**src/rtl/mips_decls_p.sv**
```systemverilog
// Shared MIPS multicycle encodings: instruction fields, ALU op classes, controller states.
package mips_decls_p;

  typedef logic [5:0] opcode_t;
  typedef logic [5:0] funct_t;

  localparam opcode_t OpRtype = 6'b000000;
  localparam opcode_t OpLw    = 6'b100011;
  localparam opcode_t OpSw    = 6'b101011;
  localparam opcode_t OpBeq   = 6'b000100;
  localparam opcode_t OpAddi  = 6'b001000;
  localparam opcode_t OpJ     = 6'b000010;
  localparam opcode_t OpJal   = 6'b000011;

  localparam funct_t FnAdd = 6'b100000;
  localparam funct_t FnSub = 6'b100010;
  localparam funct_t FnAnd = 6'b100100;
  localparam funct_t FnOr  = 6'b100101;
  localparam funct_t FnSlt = 6'b101010;
  localparam funct_t FnJr  = 6'b001000;

  // AluOpNone marks states that do not use the ALU; it decodes to 000.
  typedef enum logic [1:0] {
    AluOpAdd   = 2'b00,
    AluOpSub   = 2'b01,
    AluOpFunct = 2'b10,
    AluOpNone  = 2'b11
  } aluop_t;

  localparam logic [2:0] AluCtlAnd = 3'b000;
  localparam logic [2:0] AluCtlOr  = 3'b001;
  localparam logic [2:0] AluCtlAdd = 3'b010;
  localparam logic [2:0] AluCtlSub = 3'b110;
  localparam logic [2:0] AluCtlSlt = 3'b111;

  typedef enum logic [3:0] {
    StFetch,
    StDecode,
    StMemAdr,
    StMemRd,
    StMemWb,
    StMemWr,
    StExecute,
    StAluWb,
    StBranch,
    StAddiExec,
    StAddiWb,
    StJump,
    StJal,
    StJr
  } mc_state_t;

endpackage

```
**src/rtl/mc_controller_if.sv**
```systemverilog
// Controller <-> datapath/memory control bundle. The controller is the master.
interface mc_controller_if;

  mips_decls_p::opcode_t opcode;
  mips_decls_p::funct_t  funct;
  logic                  zero;
  logic                  mem_ready;

  logic       mem_req;
  logic       iord;
  logic       irwrite;
  logic       memwrite;
  logic       regwrite;
  logic       pcen;
  logic [1:0] regdst;
  logic [1:0] memtoreg;
  logic [1:0] pcsrc;
  logic [1:0] alusrcb;
  logic       alusrca;
  logic [2:0] alucontrol;
  logic       illegal_op;

  modport master (
    input  opcode, funct, zero, mem_ready,
    output mem_req, iord, irwrite, memwrite, regwrite, pcen,
           regdst, memtoreg, pcsrc, alusrcb, alusrca, alucontrol, illegal_op
  );

  modport slave (
    output opcode, funct, zero, mem_ready,
    input  mem_req, iord, irwrite, memwrite, regwrite, pcen,
           regdst, memtoreg, pcsrc, alusrcb, alusrca, alucontrol, illegal_op
  );

endinterface

```
**src/rtl/aludec.sv**
```systemverilog
// ALU control decoder: maps the op class (and funct for R-type) to the 3-bit ALU code.
module aludec
  import mips_decls_p::*;
(
  input  funct_t     funct_i,
  input  aluop_t     aluop_i,
  output logic [2:0] alucontrol_o
);

  always_comb begin
    alucontrol_o = 3'b000;
    unique case (aluop_i)
      AluOpAdd:   alucontrol_o = AluCtlAdd;
      AluOpSub:   alucontrol_o = AluCtlSub;
      AluOpFunct: begin
        case (funct_i)
          FnAdd:   alucontrol_o = AluCtlAdd;
          FnSub:   alucontrol_o = AluCtlSub;
          FnAnd:   alucontrol_o = AluCtlAnd;
          FnOr:    alucontrol_o = AluCtlOr;
          FnSlt:   alucontrol_o = AluCtlSlt;
          default: alucontrol_o = 3'b000;
        endcase
      end
      AluOpNone:  alucontrol_o = 3'b000;
    endcase
  end

endmodule

```
**src/rtl/mc_controller.sv**
```systemverilog
// Multicycle MIPS main controller: Moore FSM sequencing fetch/decode/execute with
// unbounded memory wait states. All outputs are forced low while reset is high.
module mc_controller
  import mips_decls_p::*;
(
  input logic             clk,
  input logic             reset,
  mc_controller_if.master bus
);

  mc_state_t  state_q, state_d;
  aluop_t     aluop;
  logic [2:0] alucontrol;
  logic       pcwrite, branch;
  logic       mem_req, iord, irwrite, memwrite, regwrite, alusrca, illegal_op;
  logic [1:0] regdst, memtoreg, pcsrc, alusrcb;

  always_ff @(posedge clk) begin
    if (reset) state_q <= StFetch;
    else       state_q <= state_d;
  end

  always_comb begin
    state_d    = state_q;
    aluop      = AluOpNone;
    pcwrite    = 1'b0;
    branch     = 1'b0;
    mem_req    = 1'b0;
    iord       = 1'b0;
    irwrite    = 1'b0;
    memwrite   = 1'b0;
    regwrite   = 1'b0;
    alusrca    = 1'b0;
    illegal_op = 1'b0;
    regdst     = 2'b00;
    memtoreg   = 2'b00;
    pcsrc      = 2'b00;
    alusrcb    = 2'b00;
    unique case (state_q)
      StFetch: begin
        mem_req = 1'b1;
        if (bus.mem_ready) begin
          irwrite = 1'b1;
          alusrcb = 2'b01;
          aluop   = AluOpAdd;
          pcwrite = 1'b1;
          state_d = StDecode;
        end
      end
      StDecode: begin
        alusrcb = 2'b11;
        aluop   = AluOpAdd;
        case (bus.opcode)
          OpLw, OpSw: state_d = StMemAdr;
          OpRtype:    state_d = (bus.funct == FnJr) ? StJr : StExecute;
          OpBeq:      state_d = StBranch;
          OpAddi:     state_d = StAddiExec;
          OpJ:        state_d = StJump;
          OpJal:      state_d = StJal;
          default: begin
            illegal_op = 1'b1;
            state_d    = StFetch;
          end
        endcase
      end
      StMemAdr: begin
        alusrca = 1'b1;
        alusrcb = 2'b10;
        aluop   = AluOpAdd;
        state_d = (bus.opcode == OpSw) ? StMemWr : StMemRd;
      end
      StMemRd: begin
        mem_req = 1'b1;
        iord    = 1'b1;
        if (bus.mem_ready) state_d = StMemWb;
      end
      StMemWb: begin
        memtoreg = 2'b01;
        regwrite = 1'b1;
        state_d  = StFetch;
      end
      StMemWr: begin
        mem_req  = 1'b1;
        iord     = 1'b1;
        memwrite = 1'b1;
        if (bus.mem_ready) state_d = StFetch;
      end
      StExecute: begin
        alusrca = 1'b1;
        aluop   = AluOpFunct;
        state_d = StAluWb;
      end
      StAluWb: begin
        regdst   = 2'b01;
        regwrite = 1'b1;
        state_d  = StFetch;
      end
      StBranch: begin
        alusrca = 1'b1;
        aluop   = AluOpSub;
        pcsrc   = 2'b01;
        branch  = 1'b1;
        state_d = StFetch;
      end
      StAddiExec: begin
        alusrca = 1'b1;
        alusrcb = 2'b10;
        aluop   = AluOpAdd;
        state_d = StAddiWb;
      end
      StAddiWb: begin
        regwrite = 1'b1;
        state_d  = StFetch;
      end
      StJump: begin
        pcsrc   = 2'b10;
        pcwrite = 1'b1;
        state_d = StFetch;
      end
      // Link value is the pre-edge PC, which already holds PC+4 after fetch.
      StJal: begin
        pcsrc    = 2'b10;
        pcwrite  = 1'b1;
        regdst   = 2'b10;
        memtoreg = 2'b10;
        regwrite = 1'b1;
        state_d  = StFetch;
      end
      StJr: begin
        pcsrc   = 2'b11;
        pcwrite = 1'b1;
        state_d = StFetch;
      end
      default: state_d = StFetch;
    endcase
  end

  aludec u_aludec (
    .funct_i      (bus.funct),
    .aluop_i      (aluop),
    .alucontrol_o (alucontrol)
  );

  assign bus.mem_req    = mem_req & ~reset;
  assign bus.iord       = iord & ~reset;
  assign bus.irwrite    = irwrite & ~reset;
  assign bus.memwrite   = memwrite & ~reset;
  assign bus.regwrite   = regwrite & ~reset;
  assign bus.pcen       = (pcwrite | (branch & bus.zero)) & ~reset;
  assign bus.regdst     = reset ? 2'b00 : regdst;
  assign bus.memtoreg   = reset ? 2'b00 : memtoreg;
  assign bus.pcsrc      = reset ? 2'b00 : pcsrc;
  assign bus.alusrcb    = reset ? 2'b00 : alusrcb;
  assign bus.alusrca    = alusrca & ~reset;
  assign bus.alucontrol = reset ? 3'b000 : alucontrol;
  assign bus.illegal_op = illegal_op & ~reset;

endmodule

```
**src/flat_wrapper.sv**
```systemverilog
// flat-port wrapper written by rule: the top's interface ports become plain ports
module mc_controller_flat import mips_decls_p::*;
  (clk, reset, bus_opcode, bus_funct, bus_zero, bus_mem_ready, bus_mem_req, bus_iord, bus_irwrite, bus_memwrite, bus_regwrite, bus_pcen, bus_regdst, bus_memtoreg, bus_pcsrc, bus_alusrcb, bus_alusrca, bus_alucontrol, bus_illegal_op);
  mc_controller_if bus_i ();
  input logic clk;
  input logic reset;
  input wire logic [$bits(bus_i.opcode)-1:0] bus_opcode;
  input wire logic [$bits(bus_i.funct)-1:0] bus_funct;
  input wire logic [$bits(bus_i.zero)-1:0] bus_zero;
  input wire logic [$bits(bus_i.mem_ready)-1:0] bus_mem_ready;
  output wire logic [$bits(bus_i.mem_req)-1:0] bus_mem_req;
  output wire logic [$bits(bus_i.iord)-1:0] bus_iord;
  output wire logic [$bits(bus_i.irwrite)-1:0] bus_irwrite;
  output wire logic [$bits(bus_i.memwrite)-1:0] bus_memwrite;
  output wire logic [$bits(bus_i.regwrite)-1:0] bus_regwrite;
  output wire logic [$bits(bus_i.pcen)-1:0] bus_pcen;
  output wire logic [$bits(bus_i.regdst)-1:0] bus_regdst;
  output wire logic [$bits(bus_i.memtoreg)-1:0] bus_memtoreg;
  output wire logic [$bits(bus_i.pcsrc)-1:0] bus_pcsrc;
  output wire logic [$bits(bus_i.alusrcb)-1:0] bus_alusrcb;
  output wire logic [$bits(bus_i.alusrca)-1:0] bus_alusrca;
  output wire logic [$bits(bus_i.alucontrol)-1:0] bus_alucontrol;
  output wire logic [$bits(bus_i.illegal_op)-1:0] bus_illegal_op;
  assign bus_i.opcode = bus_opcode;
  assign bus_i.funct = bus_funct;
  assign bus_i.zero = bus_zero;
  assign bus_i.mem_ready = bus_mem_ready;
  assign bus_mem_req = bus_i.mem_req;
  assign bus_iord = bus_i.iord;
  assign bus_irwrite = bus_i.irwrite;
  assign bus_memwrite = bus_i.memwrite;
  assign bus_regwrite = bus_i.regwrite;
  assign bus_pcen = bus_i.pcen;
  assign bus_regdst = bus_i.regdst;
  assign bus_memtoreg = bus_i.memtoreg;
  assign bus_pcsrc = bus_i.pcsrc;
  assign bus_alusrcb = bus_i.alusrcb;
  assign bus_alusrca = bus_i.alusrca;
  assign bus_alucontrol = bus_i.alucontrol;
  assign bus_illegal_op = bus_i.illegal_op;
  mc_controller u_core (.clk(clk), .reset(reset), .bus(bus_i));
endmodule
```
**config.mk**
```make
export PLATFORM = sky130hd
export DESIGN_NAME = mc_controller_flat
export DESIGN_NICKNAME = d
export VERILOG_FILES = /design/src/rtl/mips_decls_p.sv /design/src/rtl/mc_controller_if.sv /design/src/rtl/aludec.sv /design/src/rtl/mc_controller.sv /design/src/flat_wrapper.sv
export SDC_FILE = /design/constraint.sdc
export NUM_CORES = 1
export LEC_CHECK = 0
export ABC_AREA = 1
export CAP_MARGIN = 25
export CELL_PAD_IN_SITES_DETAIL_PLACEMENT = 1
export CELL_PAD_IN_SITES_GLOBAL_PLACEMENT = 2
export CORE_UTILIZATION = 27
export CTS_CLUSTER_SIZE = 30
export DETAILED_ROUTE_END_ITERATION = 8
export DONT_BUFFER_PORTS = 1
export HOLD_SLACK_MARGIN = 0.03
export PLACE_DENSITY_LB_ADDON = 0.1
export SETUP_SLACK_MARGIN = 0.2
export SYNTH_ARGS = -nofsm -noshare
export SYNTH_HDL_FRONTEND = slang
export SYNTH_HIERARCHICAL = 1
export SYNTH_SLANG_ARGS = --single-unit
```
**constraint.sdc**
```tcl
create_clock -name clk -period 2.37 [get_ports clk]
set_input_delay 0.474 -clock clk [delete_from_list [all_inputs] [get_ports clk]]
set_output_delay 0.474 -clock clk [all_outputs]
set_load 0.01 [all_outputs]
```
Word-level counts from Yosys, hierarchy flattened
Index checks and enable logic that the tools add are counted.
W data, S select, Z words.

operators by class
  $add $sub $neg = 0
  $mul = 0
  div/mod/pow operators = 0
  order comparisons = 0
  equal/unequal tests = 30
  shifts and indexed selects = 0
  mux-type cells = 32
  bitwise gates (word level) = 11
  reduce and logical (&&, ||, !) cells = 14

operators with widths
  operator              count
  $eq A6 B6 Y1 const B  6
  $pmux W4 S7           1
  $eq A4 B4 Y1 const B  6
  $pmux W3 S4           2
  $pmux W4 S6           1
  $eq A4 B3 Y1 const B  4
  $mux W4               4
  $eq A6 B2 Y1 const B  2
  $eq A6 B4 Y1 const B  2
  $pmux W2 S3           2
  $mux W1               11
  $mux W2               5
  $and A1 B1 Y1         9
  $reduce_or A3 Y1      3
  $eq A4 B2 Y1 const B  2
  $pmux W2 S2           2
  $pmux W2 S4           1
  $reduce_or A2 Y1      4
  $reduce_or A4 Y1      2
  $reduce_or A7 Y1      1
  $eq A6 B3 Y1 const B  1
  $logic_not A6 Y1      1
  $mux W3               2
  $ne A2 B2 Y1 const B  3
  9 further kinds       10

word-level totals
  register bits after elaboration = 4
  latch bits = 0
  RAM bits = 0
  ROM bits = 0
  input bits = 16
  output and inout port bits = 19
  word-level logic and storage cells = 88
  memories = 0

Logic depth before layout (Yosys ltp)
Gate-level depths: netlist of the first run.

  depth in word-level cells = 6
  depth in mapped cells = 15
  gate-level depth less buffers = 15

Cells and area by module
Netlist of the first run, hierarchy kept.

modules (own cells, without submodules)
  module         instances  cells each  area each (µm²)  seq. area each (µm²)
  mc_controller  1          134         666.9            80.1
  aludec         1          23          100.1            0.0

Least setup slack after synthesis of the first run
Ideal clock, no wire load.

  kind = reg2out
  start = register u_core.state_q[1]
  end = output bus_alucontrol[2]
  arrival time = 1456 ps
  required time = 1896 ps
  setup slack = 440 ps
  stages on the path, launching flop included = 14
  buffers on the path = 0
  path through = dfxtp_1 nor2_1 nand2_1 nand2_1 nor2_1 nand2_1 nand2_1 inv_1 nand2_1 inv_1 nand3_1 o21ai_0 inv_1 nor2_1

on the way
  longest elaborated chain between the ends = 6
  elaborated cells on any way between the ends = 14
  classes of those cells = eq/ne (8); mux (3); reduce/logical (3)

RTL lines
  what                                        line                  RTL
  from (decl)                                 mc_controller.sv:11   mc_state_t state_q, state_d;
  from (signal assigned)                      mc_controller.sv:19   if (reset) state_q <= StFetch;
  from (signal assigned)                      mc_controller.sv:20   else state_q <= state_d;
  $eq A4 B2 Y1, or another cell as far along  mc_controller.sv:39   unique case (state_q)
  $reduce_or A3 Y1 (no source line)           -
  $pmux W2 S4 *                               mc_controller.sv:39
  via u_core.aluop[0]                         mc_controller.sv:12   aluop_t aluop;
  $eq A2 B2 Y1, or another cell as far along  aludec.sv:12          unique case (aluop_i)
  $pmux W3 S4 *                               aludec.sv:12
  via u_core.alucontrol[2]                    mc_controller.sv:13   logic [2:0] alucontrol;
  $mux W3 *                                   mc_controller.sv:155  assign bus.alucontrol = reset ? 3'b000 : alucontrol;
  to (decl)                                   flat_wrapper.sv:22    output wire logic [$bits(bus_i.alucontrol)-1:0] bus_alucontrol;

The timed path passes the listed nets; every way through them passes the cells marked *.

Worst setup path in the final report of the first run
  start = register u_core.state_q[0]
  end = output bus_alucontrol[2]

Same word-level chain as after synthesis.

==> out/qor.txt, run 1 <==
status - completed
top cells by area, synth - nand2_1 21%, inv_1 15%, nor2_1 13%, dfxtp_1 10%, nand3_1 9.1%
P_int - 182 µW
Mapped Avg Cell Area - 4.89 µm²
GP Congestion - 0.819
# DRC - 0
total track usage - 16.4%
dpl ws - 0.241 ns
fin util - 36.6%
Max transition margin - 61.0%
reg-to-reg slack, setup - 1.05 ns
largest net degree at the start of global routing - 20
post-synthesis cell count - 157
diode count - 0
Initial Util - 29.6%
share of cells above drive strength 1 - 28.9%
fin worst setup slack - 0.241 ns
clk root buf - clkbuf_4
Die Area - 3060 µm²
Final setup viols - 0
RSZ-0062 raised after global routing - yes
area leader, netlist - nand2_1
Syn-to-layout area delta - 23.7%
CP Max Fanout - 5
CTS tree - built
H-tree level count - 1
Seq cells post-synth - 4
Skew-Pair Late Insertion Delay - 0.23 ns
initial antenna violation count - 0
fin. max-slew vios - 0
setup TNS - 0 ns
Startpoint Class - register
share of the synthesized area in the top cell type - 21.0%
DRT iter0 DRCs - 33
asr flop ratio synth - 0%
cts bufs inserted - 3
# port buffers - 0
synthesized area - 767 µm²
switching pwr - 121 µW
largest register by flop count - u_core/state_q
Worst Setup End Kind - output port
Final #Nets - 184
Hold Worst Slack - 0.298 ns
cts hold-fix bufs - 0
global-route wire length before repair - 4130 µm
CTS Sinks - 4
vias in the first global route - 1020
Post-synth EDFFs - 0
top flop regs - u_core/state_q x4
final cell count without fillers - 196
Clock power frac - 26.9%
switching share of total power - 40.0%
Placeable Area - 2590 µm²
Final ANT Viol Nets - 0
worst path required time - 1.90 ns
total wire length - 2460 µm
Peak VDD IR - 214 µV
most numerous cell in the Yosys netlist - nand2_1
final period utilization - 89.8%
Die H - 55.3 µm
DP HPWL - 1950 µm
detailed-route via count - 969
CTS max path bufs - 2
synth warn - 6
net count after synthesis - 173
CTS clock-pin slew for the worst setup and hold paths - 0.03 ns
Comb power frac - 47.2%
post-route design area - 948 µm²
register area share after synthesis - 10.4%
Sequential Power Share - 25.9%
Hold Crit Class - in -> reg
clock period minus worst slack - 2.13 ns
site row count - 18
area post-placement - 797 µm²
final hold vios - 0
via-per-instance ratio - 4.94
fmax - 470 MHz
Boundary Pins - 35
commonest cells in the netlist - 43 x nand2_1, 31 x inv_1, 26 x nor2_1
cell count after placement - 185
number of max-cap violations - 0
Netlist cell types - 26
wire length per cell - 12.5 µm
pwr/cell area - 320 nW/µm²
fillers - 371
Pwr Total - 303 µW
Die Width - 55.3 µm
Top FF cell, synth - dfxtp_1
Pre-Repair DR Iteration Count - 4
crit path DAT - 1.66 ns
Least-Margin Pin Slew - 0.580 ns
Setup CP Type - reg -> out
GRT Residual Overflow - 0
Largest register FFs - 4
clock skew - 0.00448 ns
P_leak - 0.537 nW
-- worst max-delay path: stages, from the launching register on --
cell     delay (ns)
dfxtp_4        0.39
inv_4          0.04
nor2_4         0.15
nand2_2        0.08
nand3_2        0.09
nor2_2         0.04
nand2_1        0.08
nand2_1        0.07
inv_2          0.08
nand2_2        0.06
inv_2          0.05
nand3_2        0.07
o21ai_2        0.06
inv_1          0.05
nor2_2         0.12
-- what timing repair did --
item                       in CTS  in global routing
resized for setup              20                  9
pin swaps                       6                  6
setup buffers                   6                  2
setup endpoints to repair       3                  4
-- power groups by stage --
stage,Clock [mW],Combinational (mW),Sequential [mW]
floorplan,0,0.0925,0.0767
global placement,0,0.110,0.0772
detailed placement,0,0.111,0.0775
CTS,0.0846,0.133,0.0780
global route,0.0898,0.161,0.0790
finish,0.0816,0.143,0.0785
-- final timing paths --
| kind | end | cells after the start | startpoint |
|---|---|---|---|
| setup / recovery | bus_alucontrol[2] | 14 | u_core/state_q[0]$_SDFFE_PP0P_ |
| hold / removal | u_core/state_q[0]$_SDFFE_PP0P_ | 1 | reset |
| setup reg to reg | u_core/state_q[1]$_SDFFE_PP0P_ | 10 | u_core/state_q[0]$_SDFFE_PP0P_ |
| hold reg to reg | u_core/state_q[0]$_SDFFE_PP0P_ | 2 | u_core/state_q[0]$_SDFFE_PP0P_ |
-- area by class of cell --
type                            count  area, µm²  share of cell area, %
Timing Repair Buffer                9       67.6                   7.12
Clock buffer                        3       22.5                   2.37
Multi-Input combinational cell    116        601                   63.3
Inverter                           34        130                   13.7
Tap cell                           30       37.5                   3.96
Sequential cell                     4       90.1                   9.50
-- routing by layer --
metal,routed length (µm),GRT usage (%),up-vias
met5,0,0,-
met4,0,3.21,0
met3,140,5.15,0
met2,1150,28.9,27
met1,1170,19.4,441
li1,-,-,501
-- placed cells by master (no fill, tap or decap), types with 2 or more instances in the layout --
master and instances:
dfxtp_2 2, buf_4 9, nor2_2 7, o21ai_1 2, nand2_1 37, nand2_2 8
nor2_4 5, a21oi_2 2, a21oi_1 7, o21ai_0 2, nor2_1 21, nand3_2 3
inv_1 27, clkbuf_4 3, dfxtp_4 2, inv_2 5, nand3_1 12
-- logic make-up (layout without fill, tap and decap cells) --
kind of cell	count (synthesis)	in the layout	share of synthesized area, %
and+or+nand+nor	98	98	56.9
DFF	4	4	10.4
buffers and inverters	37	46	18.6
AOI/OAI and AO/OA	18	18	14.0
(Power assumes the default switching activity.)
==> run 2, diff against run 1 <==
--- a/config.mk
+++ b/config.mk
@@ -5,11 +5,11 @@
 export SDC_FILE = /design/constraint.sdc
 export NUM_CORES = 1
 export LEC_CHECK = 0
-export ABC_AREA = 1
-export CAP_MARGIN = 25
+export CAP_MARGIN = 20
 export CELL_PAD_IN_SITES_DETAIL_PLACEMENT = 1
 export CELL_PAD_IN_SITES_GLOBAL_PLACEMENT = 2
-export CORE_UTILIZATION = 27
+export CORE_ASPECT_RATIO = 0.5
+export CORE_UTILIZATION = 31
 export CTS_CLUSTER_SIZE = 30
 export DETAILED_ROUTE_END_ITERATION = 8
 export DONT_BUFFER_PORTS = 1
==> out/qor.txt, run 2 <==
Max Used Layer - met4
Initial Util - 35.0% (+5.4 points)
post-synthesis cell count - 123 (-22%)
commonest non-fill, non-tap cell in the layout - nor2_1
Largest register FFs - 4 (unchanged)
initial antenna violation count - 0 (unchanged)
clk root buf - clkbuf_8
crit-path leading delay family - simple AND/OR/NAND/NOR gates
cts bufs inserted - 3 (unchanged)
CTS tree - built
clock period minus worst slack - 2.25 ns (+0.121 ns)
Final ANT Viol Nets - 0 (unchanged)
GP Congestion - 0.811 (-0.99%)
clock skew - 0.00228 ns (-0.00221 ns)
commonest non-fill, non-tap cells in the layout - 15 x nor2_1, 12 x buf_4, 10 x nand2b_1
CP Max Fanout - 4 (-1)
Clock power frac - 45.2% (+18 points)
Boundary Pins - 35 (unchanged)
Post-Route M1 WL - 1300 µm (+11%)
Die H - 38.5 µm (-30%)
post-route design area - 993 µm² (+4.7%)
P_leak - 0.340 nW (-37%)
CTS clock-pin slew for the worst setup and hold paths - 0.03 ns (about the same)
area leader, netlist - dfxtp_1
top flop regs - u_core/state_q x4
worst path required time - 1.90 ns (about the same)
total wire length - 3060 µm (+25%)
Startpoint Class - register
pwr/cell area - 319 nW/µm² (-0.26%)
asr flop ratio synth - 0% (unchanged)
Max transition margin - 39.2% (-22 points)
Post-synth EDFFs - 0 (unchanged)
Syn-to-layout area delta - 20.3%
fmax - 444 MHz (-5.4%)
most numerous cell in the Yosys netlist - nor2_1
Sequential Power Share - 22.8% (-3.1 points)
Comb power frac - 32.0% (-15 points)
Seq cells post-synth - 4 (unchanged)
Max stage delay on crit path - 0.41 ns (+0.02 ns)
total track usage - 22.2% (+5.8 points)
Top FF cell, synth - dfxtp_1
crit path DAT - 1.78 ns (+0.12 ns)
fillers - 301 (-19%)
Multi-input gate area - 716 µm² (+19%)
share of cells above drive strength 1 - 27.3% (-1.6 points)
CTS Sinks - 4 (unchanged)
Met3 Wirelength - 322 µm (+130%)
commonest cells in the netlist - 16 x nor2_1, 10 x nand2b_1, 8 x a21oi_1, 8 x nand2_1, 8 x nor3_1
Final #Nets - 146 (-21%)
RSZ-0062 raised after global routing - yes
wire length per cell - 18.8 µm (+50%)
switching share of total power - 29.0% (-11 points)
Die Area - 2890 µm² (-5.6%)
P_int - 225 µW (+24%)
Mapped Avg Cell Area - 6.71 µm² (+37%)
CTS max path bufs - 2 (unchanged)
metal2 WL - 1420 µm (+24%)
critical path's slowest cell - or3b_4
synth warn - 6 (unchanged)
detailed-route via count - 980 (+1.1%)
Worst Setup End Kind - output port
critical-path cell list - inv_4 -> a21oi_2 -> o31a_1 -> or3b_4 -> o32ai_2 -> nor2b_4
DP HPWL - 2230 µm (+14%)
# DRC - 0 (unchanged)
status - completed
site row count - 12 (-6)
via-per-instance ratio - 6.01 (+22%)
Final setup viols - 0 (unchanged)
WP buf/inv - 1 (-3)
H-tree level count - 1 (unchanged)
switching pwr - 91.8 µW (-24%)
Least-Margin Pin Slew - 0.900 ns (+0.320 ns)
synthesized area - 826 µm² (+7.7%)
# port buffers - 0 (unchanged)
Placeable Area - 2360 µm² (-9.0%)
Hold Crit Class - in -> reg
final period utilization - 94.9% (+5.1 points)
Die Width - 75.0 µm (+36%)
largest net degree at the start of global routing - 21 (+5.0%)
largest register by flop count - u_core/state_q
Pre-Repair DR Iteration Count - 4 (unchanged)
Skew-Pair Late Insertion Delay - 0.22 ns (about the same)
GRT Residual Overflow - 0 (unchanged)
setup TNS - 0 ns (unchanged)
share of the synthesized area in the top cell type - 9.70% (-11 points)
area post-placement - 873 µm² (+9.6%)
fin. max-slew vios - 0 (unchanged)
top cells by area, synth - dfxtp_1 9.7%, nand2b_1 7.6%, nor2_1 7.3%, a21oi_1 4.8%, nor3_1 4.8%
DRT iter0 DRCs - 45 (+36%)
net count after synthesis - 139 (-20%)
global-route wire length before repair - 4570 µm (+11%)
Setup CP Type - reg -> out
Netlist cell types - 45 (+73%)
number of max-cap violations - 0 (unchanged)
Sequential Area - 85.1 µm² (-5.6%)
cts hold-fix bufs - 0 (unchanged)
final hold vios - 0 (unchanged)
register area share after synthesis - 9.70% (-0.74 points)
vias in the first global route - 934 (-8.4%)
Peak VDD IR - 125 µV (-41%)
diode count - 0 (unchanged)
==> run 2: final cells by class <==
class	count	share of cell area, %
tap	35	4.41
timing repair buffer	12	9.07
clock buffer	3	4.16
inverter	4	1.76
sequential	4	8.56
multi-input combinational	105	72.0
==> run 2: cells by family after synthesis <==
kind of cell | Yosys count | share of synthesized area, %
xor gates and xnor gates | 2 | 2.12
buffers and inverters | 14 | 8.64
and+or+nand+nor | 68 | 49.2
AOI/OAI and AO/OA | 35 | 30.3
DFF | 4 | 9.70
==> run 2: worst paths after layout <==
| check | from | to | slack, ns | cells after the start |
|---|---|---|---|---|
| worst max-delay path | u_core/state_q[3]$_SDFFE_PP0P_ | bus_alucontrol[2] | 0.12 | 6 |
| worst min-delay path | reset | u_core/state_q[0]$_SDFFE_PP0P_ | 0.33 | 1 |
| worst max register to register | u_core/state_q[2]$_SDFFE_PP0P_ | u_core/state_q[1]$_SDFFE_PP0P_ | 0.87 | 5 |
| worst min register to register | u_core/state_q[3]$_SDFFE_PP0P_ | u_core/state_q[0]$_SDFFE_PP0P_ | 0.70 | 2 |
==> run 2: routing by layer <==
layer	global-route usage (%)	vias to the layer above
met1	28.5	473
met4	5.66	0
li1	-	463
met2	36.9	40
met3	5.79	4
met5	0	-
==> run 2: metrics by stage <==
step / hold WS, ns / setup WS [ns] / utilization [%] / total power, mW / cells
after global placement: 0.549 / 0.289 / 37.0 / 0.160 / 154
after global routing: 0.322 / 0.0479 / 42.1 / 0.332 / 163
final: 0.332 / 0.120 / 42.1 / 0.317 / 163
after detailed placement: 0.549 / 0.262 / 37.0 / 0.164 / 154
after floorplan: 0.547 / 0.228 / - / 0.152 / 123
after CTS: 0.325 / 0.114 / 39.6 / 0.312 / 158
==> run 2: power by group through the flow <==
stage / Sequential, mW / Clock (mW) / Combinational (mW)
final: 0.0721 / 0.143 / 0.101
after detailed placement: 0.0726 / 0 / 0.0912
after CTS: 0.0728 / 0.146 / 0.0934
after global routing: 0.0723 / 0.149 / 0.111
after floorplan: 0.0721 / 0 / 0.0800
after global placement: 0.0723 / 0 / 0.0878
==> run 2: repair_timing <==
item                                   4_1_cts  5_1_grt
buffers inserted                             1        5
endpoints found under the hold margin        0        0
resized for setup                            5        6
pin swaps                                    1        2
setup endpoints to repair                    3        3
==> run 2: worst register-to-register path: stages (launching register included) <==
cell      delay (ns)
dfxtp_1         0.31
buf_4           0.20
nand2b_1        0.27
nor4_2          0.31
o221ai_1        0.19
a21oi_1         0.16
==> run 3, diff against run 2 <==
--- a/config.mk
+++ b/config.mk
@@ -10,11 +10,13 @@
 export CELL_PAD_IN_SITES_GLOBAL_PLACEMENT = 2
 export CORE_ASPECT_RATIO = 0.5
 export CORE_UTILIZATION = 31
+export CTS_CLUSTER_DIAMETER = 100
 export CTS_CLUSTER_SIZE = 30
 export DETAILED_ROUTE_END_ITERATION = 8
 export DONT_BUFFER_PORTS = 1
 export HOLD_SLACK_MARGIN = 0.03
 export PLACE_DENSITY_LB_ADDON = 0.1
+export REMOVE_ABC_BUFFERS = 1
 export SETUP_SLACK_MARGIN = 0.2
 export SYNTH_ARGS = -nofsm -noshare
 export SYNTH_HDL_FRONTEND = slang
==> out/qor.txt, run 3 (synthesized netlist as in run 2, its figures left out) <==
status - completed
CTS Sinks - 4 (unchanged)
fillers - 305 (+1.3%)
clock skew - 0.00197 ns (-0.000309 ns)
total track usage - 21.3% (-0.84 points)
Die Width - 75.0 µm (unchanged)
Hold Worst Slack - 0.321 ns (-0.0104 ns)
fmax - 430 MHz (-3.3%)
global-route wire length before repair - 4430 µm (-3.2%)
diode count - 0 (unchanged)
Multi-input gate area - 723 µm² (+1.0%)
Final setup viols - 0 (unchanged)
largest register by flop count - u_core/state_q
final period utilization - 98.2% (+3.2 points)
Sequential Area - 83.8 µm² (-1.5%)
Largest register FFs - 4 (unchanged)
CTS tree - built
pwr/cell area - 323 nW/µm² (+1.2%)
cts bufs inserted - 3 (unchanged)
Final #Nets - 147 (+0.68%)
clk root buf - clkbuf_8
# port buffers - 0 (unchanged)
CP Max Fanout - 3 (-1)
CTS clock-pin slew for the worst setup and hold paths - 0.03 ns (about the same)
total wire length - 3020 µm (-1.1%)
dpl ws - 0.0884 ns (-0.174 ns)
fin worst setup slack - 0.0433 ns (-0.0764 ns)
initial antenna violation count - 0 (unchanged)
Pwr Total - 324 µW (+2.3%)
DRT iter0 DRCs - 26 (-42%)
Final ANT Viol Nets - 0 (unchanged)
crit path DAT - 1.85 ns (+0.07 ns)
wire length per cell - 18.4 µm (-1.7%)
Peak VDD IR - 129 µV (+3.1%)
top flop regs - u_core/state_q x4
cts hold-fix bufs - 0 (unchanged)
worst path required time - 1.90 ns (about the same)
area post-placement - 858 µm² (-1.7%)
fin util - 42.6% (+0.48 points)
detailed-route via count - 980 (unchanged)
Initial Util - 35.0% (unchanged)
# DRC - 0 (unchanged)
GRT Residual Overflow - 0 (unchanged)
fin. max-slew vios - 0 (unchanged)
commonest non-fill, non-tap cell in the layout - nor2_1
post-route design area - 1000 µm² (+1.1%)
CTS max path bufs - 2 (unchanged)
Die Area - 2890 µm² (unchanged)
Hold Crit Class - in -> reg
via-per-instance ratio - 5.98 (-0.61%)
P_leak - 0.346 nW (+1.7%)
Pre-Repair DR Iteration Count - 4 (unchanged)
clock period minus worst slack - 2.33 ns (+0.0764 ns)
GP Congestion - 0.853 (+5.2%)
number of max-cap violations - 0 (unchanged)
Startpoint Class - register
share of cells above drive strength 1 - 27.1% (-0.21 points)
commonest non-fill, non-tap cells in the layout - 15 x nor2_1, 13 x buf_4, 10 x nand2b_1
largest net degree at the start of global routing - 21 (unchanged)
final hold vios - 0 (unchanged)
Syn-to-layout area delta - 21.7%
site row count - 12 (unchanged)
Max transition margin - 71.7% (+32 points)
Skew-Pair Late Insertion Delay - 0.22 ns (about the same)
Boundary Pins - 35 (unchanged)
vias in the first global route - 949 (+1.6%)
Die H - 38.5 µm (unchanged)
DP HPWL - 2210 µm (-1.0%)
Least-Margin Pin Slew - 0.422 ns (-0.477 ns)
Setup CP Type - reg -> out
Worst Setup End Kind - output port
Placeable Area - 2360 µm² (unchanged)
RSZ-0062 raised after global routing - yes
H-tree level count - 1 (unchanged)
[run 3: cell types whose count changed in the layout (fill, tap and decap cells not counted), sizes merged]
cell and change:
buf +1
[run 3: cell type report]
class / count / area share [%]
multi-input combinational: 105 / 72.0
timing repair buffer: 13 / 9.71
sequential: 4 / 8.34
tap: 35 / 4.36
clock buffer: 3 / 4.11
inverter: 4 / 1.49
[run 3: final timing paths]
| path | from | to | slack [ns] | cells after the start |
|---|---|---|---|---|
| hold reg to reg | u_core/state_q[3]$_SDFFE_PP0P_ | u_core/state_q[0]$_SDFFE_PP0P_ | 0.74 | 3 |
| setup reg to reg | u_core/state_q[0]$_SDFFE_PP0P_ | u_core/state_q[1]$_SDFFE_PP0P_ | 0.82 | 5 |
| setup / recovery | u_core/state_q[0]$_SDFFE_PP0P_ | bus_alucontrol[2] | 0.04 | 6 |
| hold / removal | reset | u_core/state_q[1]$_SDFFE_PP0P_ | 0.32 | 1 |
[run 3: routing by layer]
layer / share of wire [%] / wire, µm / track usage [%] / vias to the layer above
met4: 0 / 0 / 9.43 / 0
li1: - / - / - / 464
met3: 8.0 / 241 / 2.37 / 0
met2: 47 / 1430 / 36.0 / 39
met1: 45 / 1350 / 27.7 / 477
met5: 0 / 0 / 0 / -
[run 3: stage by stage]
stage               setup TNS, ns  cells
floorplan                       0    113
global placement                0    154
detailed placement              0    154
CTS                             0    160
global route              -0.0502    164
finish                          0    164
[run 3: worst max-delay path, cell delays in order (launching register included)]
cell     delay, ns
dfxtp_1       0.33
nor2_2        0.15
nand2_1       0.13
o31a_1        0.15
or3b_4        0.42
o32ai_2       0.23
nor2b_4       0.21
[run 3: power breakdown]
group,internal (mW),switching [mW],total [mW]
Combinational,0.0497,0.0554,0.105
Clock,0.109,0.0400,0.149
Sequential,0.0684,0.00185,0.0702
[run 3: timing repair]
item	CTS	global route
endpoints found under the hold margin	0	0
setup buffers	3	4
gates resized for setup	8	5
gates cloned	0	0
pin swaps	5	2
endpoints found under the setup margin	3	4
